## src/rtl/pixel_window_fetch_unit_if.sv

```systemverilog
// Pixel-request handshake, frame BRAM read port and window output of the
// pixel window fetch unit, bundled as one interface.
interface pixel_window_fetch_unit_if #(
    parameter int unsigned PIX_WIDTH  = 8,
    parameter int unsigned ADDR_WIDTH = 20
);
    localparam int unsigned DIMM_BUS_WIDTH = 16;
    localparam int unsigned WIN_WIDTH      = 9 * PIX_WIDTH;

    logic                      start;
    logic [DIMM_BUS_WIDTH-1:0] frame_input_width;
    logic [DIMM_BUS_WIDTH-1:0] frame_input_height;
    logic                      req_pix;
    logic                      new_line;
    logic                      pix_ctrl_ack;
    logic                      bram_en;
    logic [ADDR_WIDTH-1:0]     bram_addr;
    logic [PIX_WIDTH-1:0]      bram_rdata;
    logic [WIN_WIDTH-1:0]      window;
    logic                      busy;
    logic                      protocol_err;

    // Environment side: control unit plus frame BRAM
    modport master (
        output start, frame_input_width, frame_input_height, req_pix, new_line, bram_rdata,
        input  pix_ctrl_ack, bram_en, bram_addr, window, busy, protocol_err
    );

    // Fetch unit side
    modport slave (
        input  start, frame_input_width, frame_input_height, req_pix, new_line, bram_rdata,
        output pix_ctrl_ack, bram_en, bram_addr, window, busy, protocol_err
    );
endinterface

```

## src/rtl/pixel_window_fetch_unit.sv

```systemverilog
// Answers each pixel request by reading one 3-pixel column from the frame
// BRAM (three fixed slots, padded rows/columns read as 0), shifting it into a
// zero-padded 3x3 window and pulsing pix_ctrl_ack.
module pixel_window_fetch_unit #(
    parameter int unsigned PIX_WIDTH  = 8,
    parameter int unsigned ADDR_WIDTH = 20
) (
    input logic                       clk,
    input logic                       resetn,
    pixel_window_fetch_unit_if.slave  pw
);
    localparam int unsigned DIMM_BUS_WIDTH = 16;
    localparam int unsigned WIN_WIDTH      = 9 * PIX_WIDTH;
    localparam int unsigned ROW_WIDTH      = DIMM_BUS_WIDTH + 2;

    localparam logic [1:0] S_IDLE     = 2'd0;
    localparam logic [1:0] S_WAIT_REQ = 2'd1;
    localparam logic [1:0] S_FETCH    = 2'd2;
    localparam logic [1:0] S_COMMIT   = 2'd3;

    logic [1:0]                state_q, state_d;
    logic [1:0]                slot_q, slot_d;
    logic [DIMM_BUS_WIDTH-1:0] width_q, width_d;
    logic [DIMM_BUS_WIDTH-1:0] height_q, height_d;
    logic [DIMM_BUS_WIDTH-1:0] row_q, row_d;
    logic [DIMM_BUS_WIDTH-1:0] col_q, col_d;
    logic [ADDR_WIDTH-1:0]     base_q, base_d;
    logic                      line_open_q, line_open_d;
    logic                      first_col_q, first_col_d;
    logic                      rd_vld_q, rd_vld_d;
    logic                      rd_en_q, rd_en_d;
    logic                      rd_final_q, rd_final_d;
    logic [1:0]                rd_slot_q, rd_slot_d;
    logic [PIX_WIDTH-1:0]      stage0_q, stage0_d;
    logic [PIX_WIDTH-1:0]      stage1_q, stage1_d;
    logic [WIN_WIDTH-1:0]      window_q, window_d;
    logic                      ack_q, ack_d;
    logic                      bram_en_q, bram_en_d;
    logic [ADDR_WIDTH-1:0]     bram_addr_q, bram_addr_d;
    logic                      busy_q, busy_d;
    logic                      err_q, err_d;
    logic [PIX_WIDTH-1:0]      rd_pix;
    logic [ROW_WIDTH-1:0]      row_pos;

    // Next state, read pipeline, window commit and next-cycle BRAM slot
    always_comb begin
        state_d     = state_q;
        slot_d      = slot_q;
        width_d     = width_q;
        height_d    = height_q;
        row_d       = row_q;
        col_d       = col_q;
        base_d      = base_q;
        line_open_d = line_open_q;
        first_col_d = first_col_q;
        rd_vld_d    = 1'b0;
        rd_en_d     = 1'b0;
        rd_final_d  = 1'b0;
        rd_slot_d   = slot_q;
        stage0_d    = stage0_q;
        stage1_d    = stage1_q;
        window_d    = window_q;
        ack_d       = 1'b0;
        err_d       = err_q;
        bram_en_d   = 1'b0;
        bram_addr_d = '0;
        row_pos     = '0;
        rd_pix      = rd_en_q ? pw.bram_rdata : '0;

        // Data of the slot issued last cycle; slot 2 data goes straight into the window
        if (rd_vld_q) begin
            case (rd_slot_q)
                2'd0:    stage0_d = rd_pix;
                2'd1:    stage1_d = rd_pix;
                default: begin
                    window_d = {rd_pix,   window_q[9*PIX_WIDTH-1:7*PIX_WIDTH],
                                stage1_q, window_q[6*PIX_WIDTH-1:4*PIX_WIDTH],
                                stage0_q, window_q[3*PIX_WIDTH-1:PIX_WIDTH]};
                    ack_d    = rd_final_q;
                end
            endcase
        end

        case (state_q)
            S_IDLE: begin
                if (pw.req_pix) err_d = 1'b1;
            end
            S_WAIT_REQ: begin
                if (pw.req_pix) begin
                    if (pw.new_line) begin
                        if (line_open_q) begin
                            row_d  = row_q + DIMM_BUS_WIDTH'(1);
                            base_d = base_q + ADDR_WIDTH'(width_q);
                            if ((ROW_WIDTH'(row_q) + ROW_WIDTH'(1)) >= ROW_WIDTH'(height_q)) err_d = 1'b1;
                        end else begin
                            row_d  = '0;
                            base_d = '0;
                            if (height_q == '0) err_d = 1'b1;
                        end
                        col_d       = '0;
                        line_open_d = 1'b1;
                        first_col_d = 1'b1;
                        window_d    = '0;
                        state_d     = S_FETCH;
                        slot_d      = 2'd0;
                    end else if (line_open_q) begin
                        col_d       = col_q + DIMM_BUS_WIDTH'(1);
                        first_col_d = 1'b0;
                        state_d     = S_FETCH;
                        slot_d      = 2'd0;
                    end else begin
                        err_d = 1'b1;
                    end
                end
            end
            S_FETCH: begin
                if (pw.req_pix) err_d = 1'b1;
                rd_vld_d   = 1'b1;
                rd_slot_d  = slot_q;
                rd_en_d    = bram_en_q;
                rd_final_d = !first_col_q;
                if (slot_q == 2'd2) begin
                    if (first_col_q) begin
                        first_col_d = 1'b0;
                        col_d       = col_q + DIMM_BUS_WIDTH'(1);
                        slot_d      = 2'd0;
                    end else begin
                        state_d = S_COMMIT;
                    end
                end else begin
                    slot_d = slot_q + 2'd1;
                end
            end
            default: begin
                if (pw.req_pix) err_d = 1'b1;
                state_d = S_WAIT_REQ;
            end
        endcase

        busy_d = (state_d == S_FETCH) || (state_d == S_COMMIT) || (state_q == S_COMMIT);

        // start overrides everything, including a coincident request
        if (pw.start) begin
            state_d     = S_WAIT_REQ;
            slot_d      = 2'd0;
            width_d     = pw.frame_input_width;
            height_d    = pw.frame_input_height;
            line_open_d = 1'b0;
            first_col_d = 1'b0;
            rd_vld_d    = 1'b0;
            window_d    = '0;
            ack_d       = 1'b0;
            err_d       = 1'b0;
            busy_d      = 1'b0;
        end

        // Slot of the coming cycle: row index y+slot-1 lies in frame iff 1 <= y+slot <= H
        if (state_d == S_FETCH) begin
            row_pos = ROW_WIDTH'(row_d) + ROW_WIDTH'(slot_d);
            if ((row_pos != '0) && (row_pos <= ROW_WIDTH'(height_d)) && (col_d < width_d)) begin
                bram_en_d = 1'b1;
                case (slot_d)
                    2'd0:    bram_addr_d = base_d - ADDR_WIDTH'(width_d) + ADDR_WIDTH'(col_d);
                    2'd1:    bram_addr_d = base_d + ADDR_WIDTH'(col_d);
                    default: bram_addr_d = base_d + ADDR_WIDTH'(width_d) + ADDR_WIDTH'(col_d);
                endcase
            end
        end
    end

    // State and output registers
    always_ff @(posedge clk or negedge resetn) begin
        if (!resetn) begin
            state_q     <= S_IDLE;
            slot_q      <= 2'd0;
            width_q     <= '0;
            height_q    <= '0;
            row_q       <= '0;
            col_q       <= '0;
            base_q      <= '0;
            line_open_q <= 1'b0;
            first_col_q <= 1'b0;
            rd_vld_q    <= 1'b0;
            rd_en_q     <= 1'b0;
            rd_final_q  <= 1'b0;
            rd_slot_q   <= 2'd0;
            stage0_q    <= '0;
            stage1_q    <= '0;
            window_q    <= '0;
            ack_q       <= 1'b0;
            bram_en_q   <= 1'b0;
            bram_addr_q <= '0;
            busy_q      <= 1'b0;
            err_q       <= 1'b0;
        end else begin
            state_q     <= state_d;
            slot_q      <= slot_d;
            width_q     <= width_d;
            height_q    <= height_d;
            row_q       <= row_d;
            col_q       <= col_d;
            base_q      <= base_d;
            line_open_q <= line_open_d;
            first_col_q <= first_col_d;
            rd_vld_q    <= rd_vld_d;
            rd_en_q     <= rd_en_d;
            rd_final_q  <= rd_final_d;
            rd_slot_q   <= rd_slot_d;
            stage0_q    <= stage0_d;
            stage1_q    <= stage1_d;
            window_q    <= window_d;
            ack_q       <= ack_d;
            bram_en_q   <= bram_en_d;
            bram_addr_q <= bram_addr_d;
            busy_q      <= busy_d;
            err_q       <= err_d;
        end
    end

    assign pw.pix_ctrl_ack = ack_q;
    assign pw.bram_en      = bram_en_q;
    assign pw.bram_addr    = bram_addr_q;
    assign pw.window       = window_q;
    assign pw.busy         = busy_q;
    assign pw.protocol_err = err_q;
endmodule

```

## src/flat_wrapper.sv

```systemverilog
// flat-port wrapper written by rule: the top's interface ports become plain ports
module pixel_window_fetch_unit_flat 
#(
    parameter int unsigned PIX_WIDTH  = 8,
    parameter int unsigned ADDR_WIDTH = 20
)
  (clk, resetn, pw_start, pw_frame_input_width, pw_frame_input_height, pw_req_pix, pw_new_line, pw_bram_rdata, pw_pix_ctrl_ack, pw_bram_en, pw_bram_addr, pw_window, pw_busy, pw_protocol_err);
  pixel_window_fetch_unit_if #(.PIX_WIDTH(PIX_WIDTH), .ADDR_WIDTH(ADDR_WIDTH)) pw_i ();
  input logic clk;
  input logic resetn;
  input wire logic [$bits(pw_i.start)-1:0] pw_start;
  input wire logic [$bits(pw_i.frame_input_width)-1:0] pw_frame_input_width;
  input wire logic [$bits(pw_i.frame_input_height)-1:0] pw_frame_input_height;
  input wire logic [$bits(pw_i.req_pix)-1:0] pw_req_pix;
  input wire logic [$bits(pw_i.new_line)-1:0] pw_new_line;
  input wire logic [$bits(pw_i.bram_rdata)-1:0] pw_bram_rdata;
  output wire logic [$bits(pw_i.pix_ctrl_ack)-1:0] pw_pix_ctrl_ack;
  output wire logic [$bits(pw_i.bram_en)-1:0] pw_bram_en;
  output wire logic [$bits(pw_i.bram_addr)-1:0] pw_bram_addr;
  output wire logic [$bits(pw_i.window)-1:0] pw_window;
  output wire logic [$bits(pw_i.busy)-1:0] pw_busy;
  output wire logic [$bits(pw_i.protocol_err)-1:0] pw_protocol_err;
  assign pw_i.start = pw_start;
  assign pw_i.frame_input_width = pw_frame_input_width;
  assign pw_i.frame_input_height = pw_frame_input_height;
  assign pw_i.req_pix = pw_req_pix;
  assign pw_i.new_line = pw_new_line;
  assign pw_i.bram_rdata = pw_bram_rdata;
  assign pw_pix_ctrl_ack = pw_i.pix_ctrl_ack;
  assign pw_bram_en = pw_i.bram_en;
  assign pw_bram_addr = pw_i.bram_addr;
  assign pw_window = pw_i.window;
  assign pw_busy = pw_i.busy;
  assign pw_protocol_err = pw_i.protocol_err;
  pixel_window_fetch_unit #(.PIX_WIDTH(PIX_WIDTH), .ADDR_WIDTH(ADDR_WIDTH)) u_core (.clk(clk), .resetn(resetn), .pw(pw_i));
endmodule
```

## config.mk

```make
export PLATFORM = sky130hd
export DESIGN_NAME = pixel_window_fetch_unit_flat
export DESIGN_NICKNAME = d
export VERILOG_FILES = /design/src/rtl/pixel_window_fetch_unit_if.sv /design/src/rtl/pixel_window_fetch_unit.sv /design/src/flat_wrapper.sv
export SDC_FILE = /design/constraint.sdc
export NUM_CORES = 1
export LEC_CHECK = 0
export ABC_AREA = 1
export BUFFER_PORTS_ARGS = -buffer_cell sky130_fd_sc_hd__buf_2
export CORE_ASPECT_RATIO = 1.2
export CORE_UTILIZATION = 66
export CTS_CLUSTER_SIZE = 20
export DETAILED_ROUTE_END_ITERATION = 6
export GPL_ROUTABILITY_DRIVEN = 1
export PLACE_DENSITY = 0.85
export RECOVER_POWER = 25
export SLEW_MARGIN = 20
export SYNTH_ARGS = -nofsm -noshare
export SYNTH_HDL_FRONTEND = slang
export SYNTH_SLANG_ARGS = --single-unit
```

## constraint.sdc

```tcl
create_clock -name clk -period 8.7 [get_ports clk]
set_input_delay 1.74 -clock clk [delete_from_list [all_inputs] [get_ports clk]]
set_output_delay 1.74 -clock clk [all_outputs]
set_load 0.1 [all_outputs]
```

==> qor.tcl, run 1 <==
set qor(outcome) {complete, but fails checks}
set qor(failed_checks) {max-capacitance violations, max-slew violations}
set qor(hold_class) {flop to flop}
set qor(detailedRoute.firstPassIterationCount) 5
set qor(number_of_global_route_vias_before_repair) 14300
set qor(path_buf_inv) 3
set qor(hold_wc_startpoint) {u_core.rd_slot_d[1]$_DFF_PN0_}
set qor(boundaryPins) 141
set qor(synth-adder-area-share_pct) 15.1
set qor(final_layout_size_suffix_gt1_share_pct) 12.1
set qor(max-slew-margin-rel_pct) -57.4
set qor(clk_pin_slew_ns) 0.06
set qor(aggregate_routed_wire_length_um) 44300
set qor(final_max_slew_viol_count) 111
set qor(synth_top_family_by_area) {simple AND/OR/NAND/NOR gates}
set qor(worstSetupPathType) {primary input to flop}
set qor(seq_area_frac_synth_pct) 33.4
set qor(wl_per_cell_um) 17.5
set qor(unrepaired_setup_endpoints_after_global_routing) {no}
set qor(post-cts-setup-buffer-count) 0
set qor(cts.sinks) 207
set qor(start_kind) {primary input}
set qor(globalRouteTotalUtil_pct) 36.9
set qor(antenna_found_initial) 1
set qor(worstSkewPairLatency_ns) 0.53
set qor(setup.reg_to_reg.worst_slack_ns) 2.27
set qor(cts_root_buffer) {clkbuf_16}
set qor(critical_path.reg2reg.startpoint) {u_core.state_q[0]$_DFF_PN0_}
set qor(cp.depth) 25
set qor(tritoncts) {built}
set qor(fmax_mhz) 148
set qor(via_count) 14800
set qor(dieHeight_um) 170
set qor(area_growth_syn_to_layout_pct) 10.9
set qor(die-area_mm2) 0.0241
set qor(critPathRequiredTime_ns) 9.14
set qor(hold_path_end) {u_core.rd_slot_q[1]$_DFF_PN0_}
set qor(routabilityCongestion) 0.943
set qor(drt_iter0_drc) 1010
set qor(netlist-cell-type-count) 53
set qor(final_hold_violations) 0
set qor(ff_latch_count_synth) 207
set qor(synthesis.area_per_instance_um2) 7.46
set qor(critical-path-max-stage-delay_ns) 0.62
set qor(i_o_buffers) 140
set qor(synth_simple_gate_area_share_pct) 24.9
set qor(power_density_mw_per_mm2) 275
set qor(synth.cell_area_mm2) 0.0155
set qor(finalCriticalPeriod_ns) 6.76
set qor(yosys.area_share.xor_xnor_pct) 2.26
set qor(worstMarginPinSlew_ns) 2.36
set qor(grt_start_max_net_pins) 135
set qor(worst_vdd_ir_v) 0.000299
set qor(timing.critical_path.to_type) {flop}
set qor(timing.reg2reg.worst_path_depth) 25
set qor(holdWs_ns) 0.466
set qor(finalSetupTns_ns) 0
set qor(die_width_um) 142
set qor(syn-instance-count) 2077
set qor(floorplan.initialDensity_pct) 67.0
set qor(total_leakage_power_nw) 9.09
set qor(timing.final.crit_share_pct) 77.7
set qor(number_of_rows_created_at_floorplan) 61
set qor(grt_pass1_wl_um) 70000
set qor(crit_path_max_fanout) 22
set qor(numCtsBuffers) 23
set qor(finish.net_count) 2403
set qor(timing.final.setup_violations) 0
set qor(route.detailed.vias_per_inst) 5.87
set qor(synth.area.mux_share_pct) 0
set qor(count_of_maximum_capacitance_violations) 2
set qor(synth_compound_area_share_pct) 15.2
set qor(clk_buf_depth) 3
set qor(syn_nets) 2286
set qor(core_region_area_mm2) 0.0231
set qor(globalRoute.totalOverflow) 0
set qor(path_delay_family) {simple AND/OR/NAND/NOR gates}
set qor(drc_errors) 0
set qor(post_cts.resized_instances) 0
set qor(r2r_end) {u_core.pw.bram_addr[2]$_DFF_PN0_}
set qor(htree_levels) 1
set qor(critical_path_arrival_ns) 7.20
set qor(worst_clock_skew_ns) 0.0172
set qor(yosysWarningCount) 0
set qor(hold_depth) 0
set qor(cts_hold_repair.buffers) 0
set qor(drt.antenna.violating_nets) 0
set qor(hpwlAfterDp_um) 33300
set qor(worst_path_max_delay_cell) {inv_1}
-- kinds of logic after synthesis --
group,Yosys count
flip-flops,207
XOR/XNOR,40
buffers and inverters,367
AO/OA/AOI/OAI,429
AND/OR/NAND/NOR,870
adder cells (fa/ha/maj),164
-- how the worst max path moves through the flow --
| stage | startpoint | endpoint | slack [ns] |
|---|---|---|---|
| finish | pw_req_pix | u_core.pw.bram_addr[2]$_DFF_PN0_ | 1.94 |
| global route | pw_req_pix | u_core.pw.bram_addr[2]$_DFF_PN0_ | 1.66 |
| CTS | pw_req_pix | u_core.pw.bram_addr[2]$_DFF_PN0_ | 2.11 |
| detailed placement | pw_req_pix | u_core.pw.bram_addr[2]$_DFF_PN0_ | 1.56 |
| global placement | pw_req_pix | u_core.pw.bram_addr[14]$_DFF_PN0_ | 1.77 |
| floorplan | pw_new_line | u_core.pw.bram_addr[17]$_DFF_PN0_ | 3.24 |
-- metal layers --
metal	global-route usage, %	routed length [um]	vias to the layer above
li1	-	-	7066
met1	44.4	17300	7098
met2	66.4	22500	547
met3	4.06	2650	126
met4	16.6	1850	0
met5	0	0	-
-- cell type report --
type,count,area [um2]
Sequential cell,207,5180
Timing Repair Buffer,151,802
Multi-Input combinational cell,1503,8900
Tap cell,315,394
Clock buffer,31,646
Fill cell,1847,5960
Inverter,308,1160
Clock inverter,11,92.6
Antenna cell,1,2.50
-- where the power goes --
group | internal (W) | switching, W | total (W)
Sequential | 0.00106 | 0.0000797 | 0.00114
Clock | 0.000530 | 0.000425 | 0.000955
Combinational | 0.000902 | 0.00173 | 0.00263
Total | 0.00249 | 0.00224 | 0.00473
-- metrics by stage --
step | area (um2) | instances | utilization [%] | power [W] | setup WS [ns]
6_report | 17200 | 2527 | 74.2 | 0.00473 | 1.94
5_1_grt | 17200 | 2526 | 74.2 | 0.00508 | 1.66
3_5_place_dp | 16400 | 2483 | 71.0 | 0.00371 | 1.56
4_1_cts | 17200 | 2525 | 74.2 | 0.00469 | 2.11
3_3_place_gp | 16400 | 2483 | 71.0 | 0.00366 | 1.77
2_1_floorplan | 15500 | 2077 | - | 0.00307 | 3.24
-- state kept, by name, indices dropped and copies added, names as in the netlist --
| signal | cells |
|---|---|
| u_core.row_q | 16 |
| u_core.pw.protocol_err | 1 |
| u_core.rd_en_q | 1 |
| u_core.first_col_q | 1 |
| u_core.pw.bram_en | 1 |
| u_core.pw.window | 72 |
| u_core.pw.bram_addr | 20 |
| u_core.pw.pix_ctrl_ack | 1 |
| u_core.width_q | 16 |
| u_core.rd_slot_d | 2 |
| u_core.stage1_q | 8 |
| u_core.state_q | 2 |
| u_core.stage0_q | 8 |
| u_core.rd_vld_q | 1 |
| u_core.col_q | 16 |
| u_core.line_open_q | 1 |
| u_core.pw.busy | 1 |
| u_core.rd_final_q | 1 |
| u_core.rd_slot_q | 2 |
| u_core.height_q | 16 |
| u_core.base_q | 20 |
-- layout by cell type (no fill, tap or decap), types with 15 or more instances in the layout --
cell | netlist | routed
nor3_1 | 15 | 15
inv_1 | 300 | 300
xor2_1 | 24 | 24
ha_1 | 126 | 126
nor2_1 | 145 | 145
or2_2 | 37 | 37
a21oi_1 | 195 | 195
buf_2 | 6 | 139
nand3_1 | 162 | 162
dfrtp_1 | 207 | 206
fa_1 | 38 | 38
nand4_1 | 32 | 32
clkbuf_16 | 0 | 23
o21ai_0 | 154 | 154
xnor2_1 | 16 | 16
nand2_1 | 426 | 424
-- synth_stat cells, drive strengths merged --
cell type,count,share of area (%)
and3,1,0.040
o22ai,11,0.44
a32oi,5,0.28
xor2,24,1.4
a41oi,1,0.057
o2111ai,1,0.057
o211ai,10,0.48
a41o,1,0.065
ha,126,10
a32o,1,0.065
or4,2,0.097
and2,8,0.32
inv,305,7.4
o31ai,2,0.097
a22o,1,0.057
nand3,163,5.3
a31oi,5,0.20
o221ai,3,0.17
a21boi,4,0.19
a211oi,4,0.19
clkbuf,48,1.2
clkinv,3,0.073
nand4,32,1.3
nor3,19,0.82
o21ai,154,5.0
a221o,1,0.065
dfrtp,207,33
a2111oi,2,0.11
nor4,5,0.20
fa,38,4.9
buf,11,0.51
nand3b,1,0.048
nor3b,2,0.097
o31a,1,0.057
a21o,7,0.34
o21bai,12,0.58
a21oi,196,6.4
nor2,163,4.4
o21a,1,0.048
nand2,437,11
a22oi,6,0.29
or2,37,1.5
xnor2,16,0.90
Power figures use the tool's default switching activity.
==> run 2, diff against run 1 <==
--- a/config.mk
+++ b/config.mk
@@ -5,14 +5,14 @@
 export SDC_FILE = /design/constraint.sdc
 export NUM_CORES = 1
 export LEC_CHECK = 0
-export ABC_AREA = 1
+export ABC_AREA = 0
 export BUFFER_PORTS_ARGS = -buffer_cell sky130_fd_sc_hd__buf_2
 export CORE_ASPECT_RATIO = 1.2
-export CORE_UTILIZATION = 66
+export CORE_UTILIZATION = 55
 export CTS_CLUSTER_SIZE = 20
 export DETAILED_ROUTE_END_ITERATION = 6
 export GPL_ROUTABILITY_DRIVEN = 1
-export PLACE_DENSITY = 0.85
+export PLACE_DENSITY = 0.76
 export RECOVER_POWER = 25
 export SLEW_MARGIN = 20
 export SYNTH_ARGS = -nofsm -noshare
==> constraint.sdc (replaced) <==
create_clock -name clk -period 5.5 [get_ports clk]
set_input_delay 1.1 -clock clk [delete_from_list [all_inputs] [get_ports clk]]
set_output_delay 1.1 -clock clk [all_outputs]
set_load 0.1 [all_outputs]
==> run 2 against run 1 <==
Against the previous run:
- the flow still finishes with violations (max-capacitance violations, max-slew violations)
- global-route usage fell by 8.3 points
- flip-flop and latch count did not move
- clock skew rose by 0.0018 ns
- sequential share of layout area fell by 1.2 points
- worst setup slack got worse by 1.7 ns
- combinational power fell by 9.5%
- routed wire length fell by 8.5%
- utilization fell by 8.5 points
- critical endpoint is now u_core.pw.bram_addr[19]$_DFF_PN0_
- largest power group unchanged
==> qor.tcl, run 2 <==
set qor(outcome) {complete, but fails checks}
set qor(failed_checks) {max-capacitance violations, max-slew violations}
set qor(grt_start_max_net_pins) 130
set qor(worstMarginPinSlew_ns) 3.78
set qor(clk_pin_slew_ns) 0.06
set qor(path_delay_family) {compound AO/OA/AOI/OAI gates}
set qor(drt_iter0_drc) 821
set qor(instance_area_at_placement_mm2) 0.0170
set qor(numCtsBuffers) 24
set qor(worstSetupPathType) {flop to flop}
set qor(unrepaired_setup_endpoints_after_global_routing) {yes}
set qor(die_width_um) 154
set qor(seq_area_frac_synth_pct) 34.0
set qor(pre_cts_setup_slack_ns) -0.130
set qor(dieHeight_um) 184
set qor(count_of_maximum_capacitance_violations) 1
set qor(design_area_mm2) 0.0179
set qor(dp_cells) 2281
set qor(yosysTopAreaCell) {dfrtp_1}
set qor(ff_latch_count_synth) 207
set qor(hold_class) {flop to flop}
set qor(number_of_global_route_vias_before_repair) 13200
set qor(mostFrequentLayoutCells) {nand2_1, dfrtp_1, a21oi_1}
set qor(antenna_found_initial) 0
set qor(yosys-top-cells-area) {dfrtp_1, ha_1, nand2_1}
set qor(total_leakage_power_nw) 9.04
set qor(chain_of_cells_forming_the_critical_path) {ha_4, and3_1, a2111oi_2, buf_4, a211oi_2, a31oi_1, buf_4, nand2b_1, a21oi_2, xnor2_1, a22o_1, inv_1, fa_1, ha_1, buf_4, nor2b_1, o21ai_1, nand2b_1, o21a_1, o21a_1, o41a_1, a31o_2, xor2_1, a211oi_2}
set qor(drt.antenna.violating_nets) 0
set qor(cts_root_buffer) {clkbuf_16}
set qor(start_kind) {flop}
set qor(core_region_area_mm2) 0.0272
set qor(syn-instance-count) 1752
set qor(final.setup.worst_slack_ns) 0.222
set qor(detailedRoute.firstPassIterationCount) 5
set qor(final_hold_violations) 0
set qor(finalCoreUtilization_pct) 65.8
set qor(ranking_of_synthesized_cells_by_instance_count) {nand2_1, dfrtp_1, a21oi_1, inv_1, ha_1}
set qor(finalCriticalPeriod_ns) 5.28
set qor(worst_path_max_delay_cell) {fa_1}
set qor(critPathRequiredTime_ns) 5.96
set qor(power_density_mw_per_mm2) 317
set qor(finalNonFillerCells) 2326
set qor(final_layout_size_suffix_gt1_share_pct) 18.9
set qor(drc_errors) 0
set qor(critical-path-top-cell-by-count) {buf_4}
set qor(synth_largest_type_area_fraction_pct) 34.0
set qor(cts_hold_repair.buffers) 0
set qor(postSynth.asyncResetShare_pct) 100
set qor(grt_pass1_wl_um) 65300
set qor(synthesis.area_per_instance_um2) 8.69
set qor(timing.critical_path.to_type) {flop}
set qor(aggregate_routed_wire_length_um) 40500
set qor(path_buf_inv) 4
set qor(netlist-cell-type-count) 89
set qor(cts.sinks) 207
set qor(finalSetupTns_ns) 0
set qor(synth-edff-count) 0
set qor(route.detailed.vias_per_inst) 5.77
set qor(clk_buf_depth) 3
set qor(leading_cell_type_by_number_of_instances_after_synthesis) {nand2_1}
set qor(floorplan.initialDensity_pct) 56.1
set qor(max_ffs_per_register) 72
set qor(via_count) 13400
set qor(timing.final.crit_share_pct) 96.0
set qor(worst_vdd_ir_v) 0.000262
set qor(fmax_mhz) 189
set qor(yosysWarningCount) 0
set qor(critical_path_arrival_ns) 5.74
set qor(die-area_mm2) 0.0284
set qor(tritoncts) {built}
set qor(boundaryPins) 141
set qor(wl_per_cell_um) 17.4
set qor(critical-path-max-stage-delay_ns) 0.49
set qor(timing.final.setup_violations) 0
set qor(globalRouteTotalUtil_pct) 28.6
set qor(hpwlAfterDp_um) 30200
set qor(finish.net_count) 2180
set qor(syn_nets) 1961
set qor(htree_levels) 1
set qor(final_max_slew_viol_count) 61
set qor(number_of_rows_created_at_floorplan) 66
set qor(area_growth_syn_to_layout_pct) 17.3
set qor(worst_clock_skew_ns) 0.0191
set qor(max-slew-margin-rel_pct) -152
set qor(i_o_buffers) 140
set qor(globalRoute.totalOverflow) 0
set qor(synth.cell_area_mm2) 0.0152
set qor(crit_path_max_fanout) 5
set qor(routabilityCongestion) 0.945
set qor(postSynth.topFlopCell) {dfrtp_1}
set qor(mostFrequentLayoutCell) {nand2_1}
set qor(worstSkewPairLatency_ns) 0.54
-- run 2: metal layers --
metal	part of all wire [%]	global-route usage [%]	vias up
met3	4.3	2.56	87
met4	3.5	11.0	0
met5	0	0	-
li1	-	-	6531
met1	42	35.8	6425
met2	51	51.2	387
-- run 2: final timing paths --
check,from,cells past startpoint,slack (ns),to
worst max-delay path,u_core.base_q[3]$_DFF_PN0_,24,0.22,u_core.pw.bram_addr[19]$_DFF_PN0_
worst min-delay path,u_core.pw.bram_en$_DFF_PN0_,1,0.48,u_core.rd_en_q$_DFF_PN0_
worst max register to register,u_core.base_q[3]$_DFF_PN0_,24,0.22,u_core.pw.bram_addr[19]$_DFF_PN0_
worst min register to register,u_core.pw.bram_en$_DFF_PN0_,1,0.48,u_core.rd_en_q$_DFF_PN0_
max in group asynchronous,resetn,1,1.50,u_core.pw.bram_addr[18]$_DFF_PN0_
min in group asynchronous,resetn,1,1.86,u_core.height_q[7]$_DFF_PN0_
-- run 2: final cells by class --
type | count | area (um2)
flip-flops and latches | 207 | 5180
repair buffers | 269 | 1720
fillers | 2247 | 9300
diodes | 2 | 5.00
clock buffers | 33 | 694
inverters | 162 | 608
clock inverters | 6 | 52.6
well taps | 340 | 425
multi-input cells | 1307 | 9180
-- run 2: kinds of logic (layout without fill, tap and decap cells) --
family,Yosys count,in the layout,share of synthesized area [%]
muxes,26,26,1.73
buffers and inverters,238,470,6.40
DFF,207,207,34.0
and+or+nand+nor,556,556,16.9
xor gates and xnor gates,80,80,4.65
AOI/OAI and AO/OA,481,481,21.0
other,0,2,0
adders and majority gates,164,164,15.3
-- run 2: what timing repair did --
action	in CTS	in global routing
setup buffers	0	3
gates resized for setup	0	19
setup endpoints to repair	0	20
-- run 2: report_power, final --
| group | internal [W] | switching [W] |
|---|---|---|
| registers | 0.00165 | 0.000102 |
| clock network | 0.000878 | 0.000652 |
| logic | 0.000956 | 0.00143 |
-- run 2: through the flow --
step / hold WS, ns / power, W
4_1_cts: 0.480 / 0.00563
3_5_place_dp: 0.465 / 0.00407
5_1_grt: 0.501 / 0.00599
6_report: 0.476 / 0.00567
3_3_place_gp: 0.464 / 0.00402
2_1_floorplan: 0.411 / 0.00337
